--- config.mk ---
export PLATFORM = sky130hd
export DESIGN_NAME = dco_fll_ctrl
export DESIGN_NICKNAME = d
export VERILOG_FILES = /design/src/rtl/dco_pkg.sv /design/src/rtl/dco_edge_counter.sv /design/src/rtl/dco_fll_ctrl.sv
export SDC_FILE = /design/constraint.sdc
export NUM_CORES = 1
export LEC_CHECK = 0
export ABC_AREA = 1
export BUFFER_PORTS_ARGS = -buffer_cell sky130_fd_sc_hd__buf_2
export CORE_MARGIN = 2
export CORE_UTILIZATION = 30
export DETAILED_ROUTE_END_ITERATION = 12
export GPL_ROUTABILITY_DRIVEN = 1
export MAX_ROUTING_LAYER = met4
export SLEW_MARGIN = 5
export SYNTH_ARGS = -nofsm -noshare
export SYNTH_HDL_FRONTEND = slang
export SYNTH_HIERARCHICAL = 1
export SYNTH_SLANG_ARGS = --single-unit
export TNS_END_PERCENT = 20
--- constraint.sdc ---
create_clock -name clk -period 2.4 [get_ports clk]
set_input_delay 0.24 -clock clk [delete_from_list [all_inputs] [get_ports clk]]
set_output_delay 0.24 -clock clk [all_outputs]
set_load 0.02 [all_outputs]
--- src/rtl/dco_pkg.sv ---
// Shared types and constants for the DCO frequency-locked-loop controller.
// Holds the FSM state encoding, default timing constants and the level-to-code map.
package dco_pkg;

    typedef enum logic [1:0] {
        ST_IDLE    = 2'd0,
        ST_SETTLE  = 2'd1,
        ST_MEASURE = 2'd2,
        ST_UPDATE  = 2'd3
    } fll_state_t;

    localparam int DEF_WIN_LEN    = 256;
    localparam int DEF_SETTLE_CYC = 128;
    localparam int DEF_CNT_W      = 8;
    localparam int DEF_LOCK_CNT   = 3;
    localparam int DEF_NUM_LVL    = 9;
    localparam int LVL_W          = 4;
    localparam int CODE_W         = 8;

    // Priority code per level; frequency rises monotonically with the index.
    function automatic logic [CODE_W-1:0] lvl_to_code(input logic [LVL_W-1:0] lvl);
        logic [CODE_W-1:0] code;
        case (lvl)
            4'd0:    code = 8'h00;
            4'd1:    code = 8'h80;
            4'd2:    code = 8'h40;
            4'd3:    code = 8'h20;
            4'd4:    code = 8'h10;
            4'd5:    code = 8'h08;
            4'd6:    code = 8'h04;
            4'd7:    code = 8'h02;
            4'd8:    code = 8'h01;
            default: code = 8'h00;
        endcase
        return code;
    endfunction

endpackage

--- src/rtl/dco_edge_counter.sv ---
// Measurement window timer plus rising-edge counter for the DCO output.
// i_clear primes the history flop from i_dco so a level already high at window start is not counted.
module dco_edge_counter
    import dco_pkg::*;
#(
    parameter int WIN_LEN = DEF_WIN_LEN,
    parameter int CNT_W   = DEF_CNT_W
) (
    input  logic             clk,
    input  logic             rst_n,
    input  logic             i_clear,
    input  logic             i_run,
    input  logic             i_dco,
    output logic [CNT_W-1:0] o_count,
    output logic             o_window_done
);

    localparam int TMR_W = $clog2(WIN_LEN);

    logic [TMR_W-1:0] r_timer;
    logic [CNT_W-1:0] r_count;
    logic             r_hist;
    logic             w_rise;
    logic             w_last;

    assign w_rise        = i_dco && !r_hist;
    assign w_last        = (r_timer == TMR_W'(WIN_LEN - 1));
    assign o_window_done = i_run && w_last;
    assign o_count       = r_count;

    always_ff @(posedge clk or negedge rst_n) begin
        if (!rst_n) begin
            r_timer <= '0;
            r_count <= '0;
            r_hist  <= 1'b0;
        end else if (i_clear) begin
            r_timer <= '0;
            r_count <= '0;
            r_hist  <= i_dco;
        end else if (i_run) begin
            r_hist  <= i_dco;
            r_timer <= r_timer + TMR_W'(1);
            // Saturate rather than wrap so an overfast DCO still reads as "too high".
            if (w_rise && (r_count != {CNT_W{1'b1}})) begin
                r_count <= r_count + CNT_W'(1);
            end
        end
    end

endmodule

--- src/rtl/dco_fll_ctrl.sv ---
// Frequency-locked-loop controller stepping the DCO level until the edge count per window is within tolerance.
// Define DCO_FLL_CNT_OUT_EN to add the meas_cnt output holding the last completed window count.
module dco_fll_ctrl
    import dco_pkg::*;
#(
    parameter int WIN_LEN    = DEF_WIN_LEN,
    parameter int CNT_W      = DEF_CNT_W,
    parameter int SETTLE_CYC = DEF_SETTLE_CYC,
    parameter int LOCK_CNT   = DEF_LOCK_CNT,
    parameter int NUM_LVL    = DEF_NUM_LVL
) (
    input  logic              clk,
    input  logic              rst_n,
    input  logic              fll_en,
    input  logic              start,
    input  logic [7:0]        manual_code,
    input  logic [CNT_W-1:0]  target_cnt,
    input  logic [CNT_W-1:0]  tol,
    input  logic              dco_in,
    output logic [7:0]        dco_code,
    output logic              busy,
    output logic              locked,
    output logic              sat,
    output logic [3:0]        lvl
`ifdef DCO_FLL_CNT_OUT_EN
    ,output logic [CNT_W-1:0] meas_cnt
`endif
);

    localparam int SET_W = (SETTLE_CYC > 1) ? $clog2(SETTLE_CYC) : 1;
    localparam int LK_W  = $clog2(LOCK_CNT + 1);
    localparam logic [LVL_W-1:0] LVL_MAX = LVL_W'(NUM_LVL - 1);

    fll_state_t         r_state;
    fll_state_t         w_state_nxt;
    logic [SET_W-1:0]   r_settle_cnt;
    logic [LVL_W-1:0]   r_lvl;
    logic [LVL_W-1:0]   w_lvl_nxt;
    logic [CODE_W-1:0]  r_code;
    logic [LK_W-1:0]    r_lock_cnt;
    logic [LK_W-1:0]    w_lock_cnt_nxt;
    logic               r_locked;
    logic               w_locked_nxt;
    logic               r_sat;
    logic               w_sat_nxt;
    logic               w_ec_clear;
    logic               w_ec_run;
    logic [CNT_W-1:0]   w_count;
    logic               w_win_done;
    logic               w_settle_done;
    logic [CNT_W:0]     w_cnt_ext;
    logic [CNT_W:0]     w_lo;
    logic [CNT_W:0]     w_hi;

    dco_edge_counter #(
        .WIN_LEN (WIN_LEN),
        .CNT_W   (CNT_W)
    ) u_edge_counter (
        .clk           (clk),
        .rst_n         (rst_n),
        .i_clear       (w_ec_clear),
        .i_run         (w_ec_run),
        .i_dco         (dco_in),
        .o_count       (w_count),
        .o_window_done (w_win_done)
    );

    // Tolerance band is one bit wider than the count so neither bound wraps.
    assign w_cnt_ext     = {1'b0, w_count};
    assign w_lo          = (target_cnt >= tol) ? ({1'b0, target_cnt} - {1'b0, tol}) : '0;
    assign w_hi          = {1'b0, target_cnt} + {1'b0, tol};
    assign w_settle_done = (r_settle_cnt == SET_W'(SETTLE_CYC - 1));

    always_comb begin
        w_state_nxt    = r_state;
        w_lvl_nxt      = r_lvl;
        w_lock_cnt_nxt = r_lock_cnt;
        w_locked_nxt   = r_locked;
        w_sat_nxt      = r_sat;
        w_ec_clear     = 1'b0;
        w_ec_run       = 1'b0;

        if (!fll_en) begin
            w_state_nxt    = ST_IDLE;
            w_lock_cnt_nxt = '0;
            w_locked_nxt   = 1'b0;
            w_sat_nxt      = 1'b0;
            w_ec_clear     = 1'b1;
        end else begin
            case (r_state)
                ST_IDLE: begin
                    if (start) begin
                        w_state_nxt = ST_SETTLE;
                    end
                end
                ST_SETTLE: begin
                    if (w_settle_done) begin
                        w_state_nxt = ST_MEASURE;
                        w_ec_clear  = 1'b1;
                    end
                end
                ST_MEASURE: begin
                    w_ec_run = 1'b1;
                    if (w_win_done) begin
                        w_state_nxt = ST_UPDATE;
                    end
                end
                ST_UPDATE: begin
                    if (w_cnt_ext < w_lo) begin
                        w_lock_cnt_nxt = '0;
                        w_locked_nxt   = 1'b0;
                        if (r_lvl < LVL_MAX) begin
                            w_lvl_nxt = r_lvl + LVL_W'(1);
                            w_sat_nxt = 1'b0;
                        end else begin
                            w_sat_nxt = 1'b1;
                        end
                    end else if (w_cnt_ext > w_hi) begin
                        w_lock_cnt_nxt = '0;
                        w_locked_nxt   = 1'b0;
                        if (r_lvl > '0) begin
                            w_lvl_nxt = r_lvl - LVL_W'(1);
                            w_sat_nxt = 1'b0;
                        end else begin
                            w_sat_nxt = 1'b1;
                        end
                    end else begin
                        if (r_lock_cnt < LK_W'(LOCK_CNT)) begin
                            w_lock_cnt_nxt = r_lock_cnt + LK_W'(1);
                        end
                        w_locked_nxt = (w_lock_cnt_nxt == LK_W'(LOCK_CNT));
                        w_sat_nxt    = 1'b0;
                    end
                    // Only a new level needs the DCO to settle; otherwise keep measuring.
                    if (w_lvl_nxt != r_lvl) begin
                        w_state_nxt = ST_SETTLE;
                    end else begin
                        w_state_nxt = ST_MEASURE;
                        w_ec_clear  = 1'b1;
                    end
                end
                default: begin
                    w_state_nxt = ST_IDLE;
                end
            endcase
        end
    end

    always_ff @(posedge clk or negedge rst_n) begin
        if (!rst_n) begin
            r_state      <= ST_IDLE;
            r_settle_cnt <= '0;
            r_lvl        <= '0;
            r_code       <= '0;
            r_lock_cnt   <= '0;
            r_locked     <= 1'b0;
            r_sat        <= 1'b0;
        end else begin
            r_state    <= w_state_nxt;
            r_lvl      <= w_lvl_nxt;
            r_lock_cnt <= w_lock_cnt_nxt;
            r_locked   <= w_locked_nxt;
            r_sat      <= w_sat_nxt;
            r_code     <= fll_en ? lvl_to_code(w_lvl_nxt) : manual_code;
            if (fll_en && (r_state == ST_SETTLE)) begin
                r_settle_cnt <= r_settle_cnt + SET_W'(1);
            end else begin
                r_settle_cnt <= '0;
            end
        end
    end

`ifdef DCO_FLL_CNT_OUT_EN
    logic [CNT_W-1:0] r_meas_cnt;

    always_ff @(posedge clk or negedge rst_n) begin
        if (!rst_n) begin
            r_meas_cnt <= '0;
        end else if (fll_en && (r_state == ST_UPDATE)) begin
            r_meas_cnt <= w_count;
        end
    end

    assign meas_cnt = r_meas_cnt;
`endif

    assign dco_code = r_code;
    assign busy     = (r_state != ST_IDLE);
    assign locked   = r_locked;
    assign sat      = r_sat;
    assign lvl      = r_lvl;

endmodule

==> results.json, run 1 <==
{
  "ant_nets": 0,
  "synth_edf_count": 0,
  "initial_utilization_pct": 30.38,
  "syn-instance-count": 508,
  "n_antenna_cell": 0,
  "antenna_found_initial": 0,
  "dr.pass1.iters": 4,
  "vias": 3663,
  "maxSlewHeadroom_pct": 37.10,
  "grt_pass1_wl_mm": 16.01,
  "drv_slew": 0,
  "grt_pass1_vias": 3754,
  "fin_total_pwr_mw": 2.943,
  "min_path_type": "in -> async",
  "worst_pin_slew_ns": 0.9434,
  "routed_wl_mm": 9.141,
  "multi_input_comb_area_mm2": 0.002545,
  "fmax_mhz": 332.5,
  "insertion_delay_ns": 0.28,
  "core_mm2": 0.01191,
  "hold_violations": 0,
  "place_ws_ns": -1.113,
  "vias_per_cell": 4.654,
  "r2r-end": "u_edge_counter/r_hist$_DFFE_PN0P_",
  "critPathArrivalTime_ns": 3.17,
  "area_delta_synth_final_pct": 43.26,
  "portBuffers": 43,
  "cts_tree": "built",
  "fillers": 1177,
  "cp_cell_sequence": "buf_12 > inv_12 > ha_4 > inv_4 > a21oi_2 > nand2_2 > a21oi_2 > o21bai_1 > a21oi_1 > o21ai_1 > xor2_1 > ha_1 > nand2_1 > nor2_1 > a21oi_1 > nand2_1 > nor2_4 > nand3_2 > o21ai_4 > o221ai_2 > buf_4 > nor2_4 > mux2_4",
  "synth_nets": 575,
  "ys_ff_latch": 42,
  "outcome": "complete, but fails checks",
  "placed_cell_area_mm2": 0.004502,
  "synthFlopType": "dfrtp_1",
  "drive_gt1_share_pct": 38.44,
  "ys_seq_area_share_pct": 29.05,
  "dieHeight_um": 113.8,
  "seq_area_mm2": 0.001051,
  "async_flop_share_pct": 100.0,
  "path_max_fanout": 4,
  "wl_per_cell_um": 11.61,
  "ioPinCount": 44,
  "crit_type": "in -> reg",
  "syn_area_mm2": 0.003618,
  "ir_worst_vdd_uv": 325.8,
  "cts_hold_buf": 0,
  "finalNetCount": 706,
  "min_period_over_period_pct": 125.3,
  "row_count": 40,
  "root_buffer": "clkbuf_16",
  "fin_area_mm2": 0.005184,
  "rsz0062_at_grt": "true",
  "clkSlewWorstSetupHoldPaths_ns": 0.06,
  "dieArea_mm2": 0.01296,
  "critPathCaptureType": "register",
  "hpwl_mm": 6.745,
  "timing.reg2reg.setup_slack_ns": 0.05,
  "die_x_um": 113.8,
  "cpPeakStageDelay_ns": 0.30,
  "setup_violations": 35,
  "grt_max_degree": 43,
  "critPathLaunchType": "input port",
  "max_cap_violations": 0,
  "initialDrtViolationCount": 209,
  "worstPathRequired_ns": 2.57,
  "yosys_warnings": 6,
  "crit_slowest_cell": "mux2_4",
  "violations": "setup timing",
  "period_needed_ns": 3.007,
  "power_density_mw_per_mm2": 567.7,
  "overflow": 0,
  "timing.final.ws_setup_ns": -0.6072,
  "worstReg2RegStart": "u_edge_counter/o_count[4]$_DFFE_PN0P_",
  "finClkSkew_ns": 0.006705,
  "cts_buffer_depth": 2,
  "htree_levels": 2,
  "yosysUniqueCellTypes": 42,
  "clock-sinks": 42,
  "r2r_cells": 13,
  "drc": 0,
  "numCtsBuffers": 5,
  "tns_ns": -14.97,
  "grt_usage_pct": 15.15,
  "gp_congestion": 0.8526,
  "syn_avg_cell_area_um2": 7.123,
  "leakagePower_nw": 2.696
}
metrics by stage:
| step | utilization [%] | std cells | hold WS [ns] |
|---|---|---|---|
| after floorplan | - | 508 | -0.05559 |
| after global placement | 37.79 | 756 | 0.4445 |
| after detailed placement | 37.79 | 756 | 0.4501 |
| after CTS | 42.06 | 780 | 0.1464 |
| after global routing | 43.52 | 787 | 0.1660 |
| final | 43.52 | 787 | 0.1066 |
routing by layer:
metal | share of wire, % | track usage, % | routed length (um) | vias up
li1 | - | - | - | 1873
met4 | 2.0 | 3.984 | 179 | 0
met5 | 0 | - | 0 | -
met2 | 49 | 26.83 | 4503 | 56
met3 | 3.1 | 2.179 | 282 | 16
met1 | 46 | 18.09 | 4176 | 1718
flip-flops by register name, summed over array words and instances, names as in the netlist:
register,flops
u_edge_counter/r_timer,8
lvl,4
dco_code,8
sat,1
r_state,2
u_edge_counter/r_hist,1
locked,1
r_lock_cnt,2
r_settle_cnt,7
u_edge_counter/o_count,8
placed cells by master (no fill, tap or decap), types with 7 or more instances in the layout:
master,netlist,final
a21oi_2,0,10
dfrtp_1,42,42
nor2_1,50,47
ha_4,0,8
inv_2,5,8
nand2_1,144,131
o21ai_2,4,9
buf_2,3,40
buf_4,0,79
nand2_4,3,7
inv_1,74,69
nand3_1,34,24
nor2_2,5,7
nand2_2,10,19
nand3_2,3,13
buf_6,2,7
xor2_1,9,9
a21oi_1,25,15
ha_1,36,27
Yosys cell counts (2+ instances only):
master	instances	area share, %
nand3_4	2	0.97
buf_6	2	0.62
o211ai_1	2	0.41
nand2_4	3	0.93
dfrtp_1	42	29
nand3_2	3	0.83
o21ai_2	4	0.97
nor2_2	5	0.86
nand2_2	10	1.7
nand4_1	4	0.69
nand3_1	34	4.7
a21oi_1	25	3.5
xnor2_1	2	0.48
or2_2	3	0.52
buf_2	3	0.41
fa_1	2	1.1
inv_1	74	7.7
nor3_1	7	0.97
inv_2	5	0.52
ha_1	36	12
xor2_1	9	2.2
nand2_1	144	15
nor2_4	5	1.6
o21ai_0	15	2.1
nor2_1	50	5.2
worst max-delay path: cells and delay by family:
family	cells	cell delay [ns]
XOR/XNOR	1	0.15
multiplexers	1	0.30
adder cells (fa/ha/maj)	2	0.58
buffers and inverters	4	0.33
AO/OA/AOI/OAI	8	1.01
AND/OR/NAND/NOR	7	0.58
final cells by class:
| class | count | share of cell area, % |
|---|---|---|
| clock buffer | 6 | 2.486 |
| clock inverter | 2 | 0.2655 |
| sequential | 42 | 20.28 |
| tap | 147 | 3.548 |
| timing repair buffer | 130 | 18.08 |
| inverter | 81 | 6.252 |
| multi-input combinational | 379 | 49.09 |
where the power goes:
part           internal [mW]  total, mW  switching [mW]
Clock                  0.385      0.652           0.266
Combinational          0.605       1.42           0.818
Sequential             0.780      0.868          0.0873
logic make-up (layout without fill, tap and decap cells):
| kind of cell | after synthesis | after routing | share of synthesized area [%] |
|---|---|---|---|
| AO/OA/AOI/OAI | 55 | 55 | 8.921 |
| XOR/XNOR | 11 | 11 | 2.663 |
| AND/OR/NAND/NOR | 273 | 273 | 35.27 |
| buffers and inverters | 87 | 219 | 9.613 |
| adder cells (fa/ha/maj) | 38 | 38 | 13.55 |
| multiplexers | 2 | 2 | 0.9335 |
| flip-flops | 42 | 42 | 29.05 |
what timing repair did:
| action | CTS | global route |
|---|---|---|
| buffers inserted | 16 | 7 |
| endpoints found under the setup margin | 35 | 35 |
| gates cloned | 0 | 1 |
| gates resized for setup | 62 | 35 |
| pin swaps | 53 | 20 |
| hold endpoints to repair | 0 | 0 |
worst max path at each step:
stage                     startpoint                           endpoint  slack (ns)
after floorplan               tol[2]  u_edge_counter/r_hist$_DFFE_PN0P_       -0.87
after global placement        tol[2]  u_edge_counter/r_hist$_DFFE_PN0P_       -1.06
after detailed placement      tol[2]  u_edge_counter/r_hist$_DFFE_PN0P_       -1.11
after CTS                     tol[2]  u_edge_counter/r_hist$_DFFE_PN0P_       -0.55
after global routing          tol[2]              dco_code[6]$_DFF_PN0_       -0.83
final                         tol[2]  u_edge_counter/r_hist$_DFFE_PN0P_       -0.61
Power figures use the tool's default switching activity.
==> run 2, diff against run 1 <==
- CTS_BUF_LIST: default -> sky130_fd_sc_hd__clkbuf_8
==> run 2 against run 1 <==
- the flow still finishes with violations (setup timing)
- fmax is 0.92% higher
- global-route usage is 0.058 points higher
- count of clock-buffer cells in the layout is 1 lower
- first-iteration DRC count is 0.96% higher
- setup slack better by 0.027 ns
- register-to-register slack hardly changed
- final area is 0.70% lower
- via count hardly changed
- critical path type unchanged
- flip-flop and latch count stayed put
- hold slack worse by 0.020 ns
- critical path depth stayed put
- critical endpoint unchanged
==> results.json, run 2 (synthesized netlist as in run 1, its figures left out) <==
{
  "outcome": "complete, but fails checks",
  "violations": "setup timing",
  "clkSlewWorstSetupHoldPaths_ns": 0.09,
  "drc": 0,
  "root_buffer": "clkbuf_8",
  "dieHeight_um": 113.8,
  "met3_usage_pct": 2.019,
  "worst_pin_slew_ns": 0.9488,
  "ioPinCount": 44,
  "n_antenna_cell": 0,
  "initial_utilization_pct": 30.38,
  "gp_congestion": 0.8526,
  "critPathArrivalTime_ns": 3.17,
  "path_buf_inv": 4,
  "combPwrFrac_pct": 52.1,
  "finClkSkew_ns": 0.01161,
  "crit_start": "tol[2]",
  "min_path_type": "in -> async",
  "critPathCaptureType": "register",
  "critPathTopFamily": "compound AO/OA/AOI/OAI gates",
  "vias_per_cell": 4.656,
  "maxSlewHeadroom_pct": 36.74,
  "final_cell_mix": "129 x nand2_1, 79 x buf_4, 70 x inv_1",
  "vias": 3664,
  "cts_hold_buf": 0,
  "htree_levels": 2,
  "worstPathRequired_ns": 2.59,
  "cp_cell_sequence": "buf_12 > inv_12 > ha_4 > inv_4 > a21oi_2 > nand2_2 > a21oi_2 > o21bai_1 > a21oi_1 > o21ai_1 > xor2_1 > ha_1 > nand2_1 > nor2_1 > a21oi_1 > nand2_1 > nor2_4 > nand3_2 > o21ai_4 > o221ai_2 > buf_4 > nor2_4 > mux2_4",
  "finalNetCount": 706,
  "clock-sinks": 42,
  "grt_pass1_vias": 3734,
  "cpPeakStageDelay_ns": 0.30,
  "grt-busiest-layer": "met2",
  "internal-power_mw": 1.590,
  "pwr-share-seq_pct": 31.5,
  "crit_type": "in -> reg",
  "power_density_mw_per_mm2": 534.5,
  "fin_hold_ws_ns": 0.08687,
  "rsz0062_at_grt": "true",
  "grt_max_degree": 43,
  "worstReg2RegStart": "u_edge_counter/o_count[2]$_DFFE_PN0P_",
  "clkPwrFrac_pct": 16.4,
  "timing.reg2reg.setup_slack_ns": 0.04,
  "met1_usage_pct": 18.35,
  "leakagePower_nw": 2.680,
  "ir_worst_vdd_uv": 299.9,
  "routed_wl_mm": 9.181,
  "core_mm2": 0.01191,
  "cp.depth": 23,
  "portBuffers": 43,
  "cts_tree": "built",
  "crit_slowest_cell": "mux2_4",
  "die_x_um": 113.8,
  "max_cap_violations": 0,
  "dr.pass1.iters": 4,
  "grt_pass1_wl_mm": 16.01,
  "initialDrtViolationCount": 211,
  "cts_buffer_depth": 2,
  "drive_gt1_share_pct": 38.59,
  "grt_use_met2_pct": 26.99,
  "setup_violations": 35,
  "dieArea_mm2": 0.01296,
  "critPathLaunchType": "input port",
  "row_count": 40,
  "place_ws_ns": -1.113,
  "insertion_delay_ns": 0.30,
  "power_switching_mw": 1.162,
  "r2r_cells": 13,
  "drv_slew": 0,
  "overflow": 0,
  "path_max_fanout": 4,
  "numCtsBuffers": 5,
  "min_period_over_period_pct": 124.2,
  "hold_violations": 0,
  "hpwl_mm": 6.745,
  "timing.final.ws_setup_ns": -0.5800,
  "area_delta_synth_final_pct": 42.25,
  "antenna_found_initial": 0,
  "wl_per_cell_um": 11.67,
  "fmax_mhz": 335.6,
  "final_common_cell": "nand2_1",
  "grt_usage_pct": 15.20,
  "period_needed_ns": 2.980,
  "ant_nets": 0,
  "switching_share_pct": 42.22
}
## run 2: cell types whose count changed in the layout (fill, tap and decap cells not counted), sizes merged
cell | previous run | this run
clkbuf | 6 | 5
clkinv | 2 | 3
## run 2: layout make-up
| class | instances | area [um2] |
|---|---|---|
| Clock buffer | 5 | 68.82 |
| Clock inverter | 3 | 17.52 |
| Fill cell | 1188 | 6764 |
| Inverter | 81 | 326.6 |
| Multi-Input combinational cell | 379 | 2562 |
| Sequential cell | 42 | 1051 |
| Tap cell | 147 | 183.9 |
| Timing Repair Buffer | 130 | 937.1 |
## run 2: power by group through the flow
stage	clock [mW]	sequential [mW]	combinational, mW
5_1_grt	0.506	0.881	1.61
3_3_place_gp	0	0.878	1.18
3_5_place_dp	0	0.882	1.21
4_1_cts	0.472	0.869	1.35
6_report	0.450	0.867	1.43
2_1_floorplan	0	0.913	0.769
## run 2: timing repair
item | in CTS | in global routing
setup buffers | 16 | 7
pin swaps | 55 | 29
setup endpoints to repair | 35 | 35
cloned | 1 | 0
resized for setup | 67 | 30
## run 2: through the flow
stage	TNS, ns	cells	utilization (%)	power, mW	cell area (um2)
after floorplan	-19.15	508	-	1.682	3672
after global placement	-29.42	756	37.79	2.058	4502
after detailed placement	-31.52	756	37.79	2.087	4502
after CTS	-13.26	781	41.75	2.695	4974
after global routing	-23.34	787	43.21	2.997	5147
final	-14.95	787	43.21	2.752	5147
## run 2: worst paths after layout
| check | to |
|---|---|
| min in group clk | dco_code[3]$_DFF_PN0_ |
| worst min-delay path | dco_code[0]$_DFF_PN0_ |
| worst max register to register | u_edge_counter/r_hist$_DFFE_PN0P_ |
| worst max-delay path | u_edge_counter/r_hist$_DFFE_PN0P_ |
| max in group asynchronous | u_edge_counter/r_timer[2]$_DFFE_PN0P_ |
| worst min register to register | r_settle_cnt[0]$_DFF_PN0_ |
## run 2: metal layers
layer,up-vias,wire length [um]
li1,1872,-
met4,0,156
met3,14,293
met5,-,0
met2,57,4572
met1,1721,4160
